[src/rtl/fetch_unit.sv]
// Instruction fetch stage: owns the PC, addresses the synchronous imem and hands
// instructions to the decoder over valid/ready. Optional bex redirect: FETCH_BEX_EN.
module fetch_unit #(
  parameter int PC_W = 12
) (
  input  logic            clock,
  input  logic            reset,
  output logic [PC_W-1:0] address_imem,
  input  logic [31:0]     q_imem,
  output logic [31:0]     instr,
  output logic            instr_valid,
  input  logic            instr_ready,
  output logic [PC_W-1:0] pc,
  output logic [31:0]     pc_plus1,
  input  logic            select_j,
  input  logic            select_jal,
  input  logic            select_jr,
  input  logic            select_branch,
  input  logic            is_bex,
  input  logic            branch_cond,
  input  logic            rstatus_nonzero,
  input  logic [26:0]     target,
  input  logic [31:0]     immediate_num,
  input  logic [31:0]     data_readRegB,
  output logic [31:0]     retired
);

  typedef enum logic {
    PRIME,
    RUN
  } state_t;

  state_t          state_q, state_d;
  logic [PC_W-1:0] pc_q, pc_d;
  logic [31:0]     retired_q, retired_d;

  logic            accept;
  logic            bex_take;
  logic [PC_W-1:0] pc_inc;
  logic [PC_W-1:0] branch_pc;
  logic [PC_W-1:0] next_pc;

  // jal shares the j target path; its link value comes from pc_plus1.
  logic unused_inputs;
  assign unused_inputs = ^{select_jal, target[26:PC_W], immediate_num[31:PC_W],
                           data_readRegB[31:PC_W]};

`ifdef FETCH_BEX_EN
  assign bex_take = is_bex & rstatus_nonzero;
`else
  logic unused_bex;
  assign unused_bex = is_bex ^ rstatus_nonzero;
  assign bex_take   = 1'b0;
`endif

  always_ff @(posedge clock or posedge reset) begin
    if (reset) begin
      state_q <= PRIME;
    end else begin
      state_q <= state_d;
    end
  end

  always_comb begin
    state_d = state_q;
    case (state_q)
      PRIME:   state_d = RUN;
      RUN:     state_d = RUN;
      default: state_d = PRIME;
    endcase
  end

  always_comb begin
    instr_valid = 1'b0;
    case (state_q)
      PRIME:   instr_valid = 1'b0;
      RUN:     instr_valid = 1'b1;
      default: instr_valid = 1'b0;
    endcase
  end

  assign accept = instr_valid & instr_ready;

  assign pc_inc    = pc_q + {{(PC_W-1){1'b0}}, 1'b1};
  assign branch_pc = pc_inc + immediate_num[PC_W-1:0];

  // Redirect priority: jr, taken bex, j/jal, taken branch, sequential.
  always_comb begin
    next_pc = pc_inc;
    if (select_jr) begin
      next_pc = data_readRegB[PC_W-1:0];
    end else if (bex_take) begin
      next_pc = target[PC_W-1:0];
    end else if (select_j) begin
      next_pc = target[PC_W-1:0];
    end else if (select_branch && branch_cond) begin
      next_pc = branch_pc;
    end
  end

  always_comb begin
    pc_d      = pc_q;
    retired_d = retired_q;
    if (accept) begin
      pc_d      = next_pc;
      retired_d = retired_q + 32'd1;
    end
  end

  always_ff @(posedge clock or posedge reset) begin
    if (reset) begin
      pc_q      <= '0;
      retired_q <= '0;
    end else begin
      pc_q      <= pc_d;
      retired_q <= retired_d;
    end
  end

  // The ROM is addressed with the post-edge PC so redirects cost no bubble.
  assign address_imem = pc_d;
  assign instr        = q_imem;
  assign pc           = pc_q;
  assign pc_plus1     = {{(32-PC_W){1'b0}}, pc_inc};
  assign retired      = retired_q;

endmodule

[config.mk]
export PLATFORM = sky130hd
export DESIGN_NAME = fetch_unit
export DESIGN_NICKNAME = d
export VERILOG_FILES = /design/src/rtl/fetch_unit.sv
export SDC_FILE = /design/constraint.sdc
export NUM_CORES = 1
export LEC_CHECK = 0
export CORE_AREA = 3 3 99 101
export DETAILED_ROUTE_END_ITERATION = 8
export DIE_AREA = 0 0 102 104
export DONT_BUFFER_PORTS = 1
export SLEW_MARGIN = 15
export SYNTH_ARGS = -nofsm -noshare
export SYNTH_HDL_FRONTEND = slang
export SYNTH_SLANG_ARGS = --single-unit
[constraint.sdc]
create_clock -name clock -period 7 [get_ports clock]
set_input_delay 1.4 -clock clock [delete_from_list [all_inputs] [get_ports clock]]
set_output_delay 1.4 -clock clock [all_outputs]
set_load 0.01 [all_outputs]
-- Word-level counts from Yosys, hierarchy flattened
Index checks and enable logic that the tools add are counted.
- bitwise gates (word level): 2
- reductions and logical operators: 1
- multiplexer cells: 5
- add/sub/neg operators: 3
- operators by type and width (kind ; number):
    $mux W12 ; 4
    $add A32 B1 Y32 const B ; 1
    $add A12 B1 Y12 const B ; 1
    $add A12 B12 Y12 ; 1
    $pmux W1 S2 ; 1
    $and A1 B1 Y1 ; 1
    $logic_and A1 B1 Y1 ; 1
    $not A1 Y1 ; 1
- register bits after elaboration: 45
- logic and storage cells: 14
- input port bits: 133
- output and inout port bits: 121

-- Depth between registers and ports, before layout
- depth after elaboration: 6
- depth in mapped cells: 11

-- Worst setup path after synthesis
OpenSTA, ideal clock, no wires.
- path kind: in2out
- start point: in immediate_num[0]
- end point: out address_imem[10]
- cell stages on the path: 8
- required time: 5.600 ns
- data arrival time: 3.304 ns
- setup slack: 2.296 ns
- cell sequence: ha_1 -> fa_1 -> a211oi_1 -> o211ai_1 -> a41oi_1 -> xnor2_1 -> a21oi_1 -> o21ai_0
- longest elaborated chain between the ends: 5
- RTL lines (what ; line ; source):
    start: declaration ; 23 ; input logic [31:0] immediate_num,
    $add A12 B12 Y12 ; 85 ; assign branch_pc = pc_inc + immediate_num[PC_W-1:0];
    $mux W12 ; 96 ; end else if (select_branch && branch_cond) begin
    $mux W12 ; 94 ; end else if (select_j) begin
    $mux W12 ; 90 ; if (select_jr) begin
    $mux W12 ; 104 ; if (accept) begin
    end: declaration ; 8 ; output logic [PC_W-1:0] address_imem,
Every way passes these cells.

-- Worst setup path in the final report
- start point: reg pc_q[2], in the netlist pc[2]
- end point: out address_imem[11]
- longest elaborated chain between the ends: 6
- RTL lines (what ; line ; source):
    start: declaration ; 34 ; logic [PC_W-1:0] pc_q, pc_d;
    start signal: assignment ; 115 ; pc_q <= pc_d;
    $add A12 B1 Y12 ; 84 ; assign pc_inc = pc_q + {{(PC_W-1){1'b0}}, 1'b1};
    net pc_plus1[9] ; 14 ; output logic [31:0] pc_plus1,
    $add A12 B12 Y12 ; 85 ;
    $mux W12 ; 96 ;
    $mux W12 ; 94 ;
    $mux W12 ; 90 ;
    $mux W12 ; 104 ;
The timed path passes the listed nets, and every way through them passes these cells.

==> impl_metrics.yaml <==
hold_path:
  min_to: "retired[11]"
  whs_path_depth: 1
  hold_start: "retired[11]"
  hp-class: "register to register"
worst_setup_path:
  reg2reg_slack_ns: 3.43
  critPathMaxFanout: 7
  max_stage_delay_ns: 0.53
  start_kind: "register"
  rr_startpoint: "pc[2]"
  crit_type: "register to output pin"
  cp_cell_sequence: "nand4_1 > nor2_1 > and3_1 > xor2_1 > ha_1 > and4_1 > and4_4 > or3_1 > and4_1 > o31ai_2"
  reg2reg_to: "pc[11]"
  crit_path_top_delay_cell: "dfrtp_1"
  path_common_cell: "and4_1"
  required_ns: 5.60
  cp-end-kind: "output pin"
  rr_worst_depth: 10
  cp_data_arrival_time_ns: 3.73
global_routing:
  antenna_found_initial: 0
  grt_pass1_vias: 2475
  grt_pass1_wl_um: 13000
  grt_usage_pct: 15.2
  grt_overflow: 0
  grt_max_degree: 46
die:
  core_area_sq_um: 9110
  die_y_um: 104
  io_pins: 254
  row_count: 35
  dieArea_sq_um: 10600
  die_w_um: 102
  initial_utilization_pct: 36.8
timing:
  fin_crit_ns: 5.13
  drv_slew: 0
  max_slew_margin_pct: 36.8
  fin_skew_ns: 0.00930
  fin_ws_ns: 1.87
  setup_viol: 0
  rsz0062_at_grt: "no"
  fmax_ghz: 0.195
  holdWs_ns: 0.550
  final-hold-violation-count: 0
  tns_ns: 0
  fin_crit_sh_pct: 73.3
  tightest_slew_ns: 0.947
place:
  gp_congestion: 0.838
  portBuffers: 0
  place_inst: 441
  placed_cell_area_sq_um: 3130
  place.detailed.hpwl_um: 6390
  pre_cts_ws_ns: 1.87
cts:
  post_cts_resized: 0
  cts-htree-levels: 2
  clk_pin_slew_ns: 0.09
  clock_latency_ns: 0.30
  cts_root_buf: "clkbuf_8"
  cts_buffers: 5
  cts_setup_buffers: 0
  clk_path_buf_depth: 2
  cts_hold_buffers: 0
  clock-sinks: 45
  cts_tree: "yes"
layout:
  syn_to_final_growth_pct: -3.51
  final_common_cell: "dfrtp_1"
  fin_area_sq_um: 3230
  n_antenna_cell: 0
  nets: 487
  final_cell_mix: "dfrtp_1 (45), nand2_1 (39), xnor2_1 (29)"
  drive_gt1_share_pct: 5.04
  layout.cells.non_filler: 448
  n_fill_cell: 941
detailed_routing:
  viasPerCell: 5.45
  dr.pass1.iters: 4
  totalWireLength_um: 8210
  drc_errors: 0
  postRouteAntennaNets: 0
  vias: 2442
  routedWlPerCell_um: 18.3
  first_iter_violations: 63
synth:
  synthCells: 373
  netlist_area_sq_um: 3350
  synth-edff-count: 0
  ys_warn_count: 0
  synth.distinct_cells: 45
  ys_seq_elements: 45
  synthArstFlopShare_pct: 100
  ys_seq_area_share_pct: 33.6
  ys.flop_type: "dfrtp_1"
  avgSynthCellArea_sq_um: 8.98
pwr:
  powerDensity_nw_per_um2: 246
  ir_worst_vdd_mv: 0.0946
  leakage_nw: 1.45
job:
  maxCapViolCount: 0
status:
  status: "finished clean"
[power breakdown]
group | internal [W] | switching (W)
clock network | 0.000104 | 0.0000865
logic | 0.0000971 | 0.000153
registers | 0.000286 | 0.0000686
total | 0.000487 | 0.000308
[cell type report]
class | instances | area, sq um | area share (%)
Clock inverter | 2 | 35.0 | 1.08
Multi-Input combinational cell | 277 | 1830 | 56.7
Inverter | 8 | 30.0 | 0.930
Clock buffer | 5 | 68.8 | 2.13
Sequential cell | 45 | 1130 | 34.9
Tap cell | 111 | 139 | 4.30
[cell families (layout without fill, tap and decap cells)]
group	after synthesis	count (layout)	synth area share, %
AOI/OAI and AO/OA	70	70	14.2
xor gates and xnor gates	46	46	12.0
adders and majority gates	17	17	6.58
buffers and inverters	70	15	13.8
DFF	45	45	33.6
muxes	1	1	0.336
other	2	21	0.224
and+or+nand+nor	122	122	19.2
[worst max-delay path by stage]
| stage | startpoint | to | slack (ns) | cells after the start |
|---|---|---|---|---|
| 2_1_floorplan | immediate_num[0] | address_imem[10] | 2.30 | 8 |
| 3_3_place_gp | immediate_num[0] | address_imem[10] | 1.91 | 8 |
| 3_5_place_dp | immediate_num[0] | address_imem[10] | 1.87 | 8 |
| 4_1_cts | pc[2] | address_imem[11] | 1.84 | 10 |
| 5_1_grt | pc[2] | address_imem[11] | 1.66 | 10 |
| 6_report | pc[2] | address_imem[11] | 1.87 | 10 |
[synthesized netlist by cell type, types with 3 or more instances]
cell	instances	share of area, %
nand3_1	19	2.8
nand2b_1	5	0.93
and3_1	10	1.9
a21o_1	3	0.67
nand4_1	6	1.1
o211ai_1	8	1.8
and2_1	3	0.56
xor2_1	17	4.4
o21ai_0	13	1.9
inv_1	8	0.90
nand2_1	39	4.4
a21oi_1	17	2.5
nor2_1	21	2.4
buf_4	53	12
nor3_1	4	0.60
xnor2_1	29	7.6
a211oi_1	7	1.6
dfrtp_1	45	34
clkbuf_1	9	1.0
and4_1	8	2.1
ha_1	16	6.0
a31oi_1	4	0.75
[worst max-delay path, delay by kind of cell, from the launching register on]
family	cells	cell delay, ns
AO/OA/AOI/OAI	1	0.36
XOR/XNOR	1	0.46
adder cells (fa/ha/maj)	1	0.40
flip-flops	1	0.53
AND/OR/NAND/NOR	7	1.70
[per-stage QoR]
stage	power [W]	util, %
floorplan	0.000577	-
global placement	0.000608	34.3
detailed placement	0.000611	34.3
CTS	0.000807	35.5
global route	0.000859	35.5
finish	0.000796	35.5
[layer usage]
layer	share of wire (%)	global-route usage, %
met5	0	0
met1	41	17.7
met2	47	25.3
met3	12	7.24
met4	0.44	2.81
[state kept, by name, indices dropped and copies added (netlist names)]
name     flops
retired     32
state_q      1
pc          12
Power figures use the tool's default switching activity.
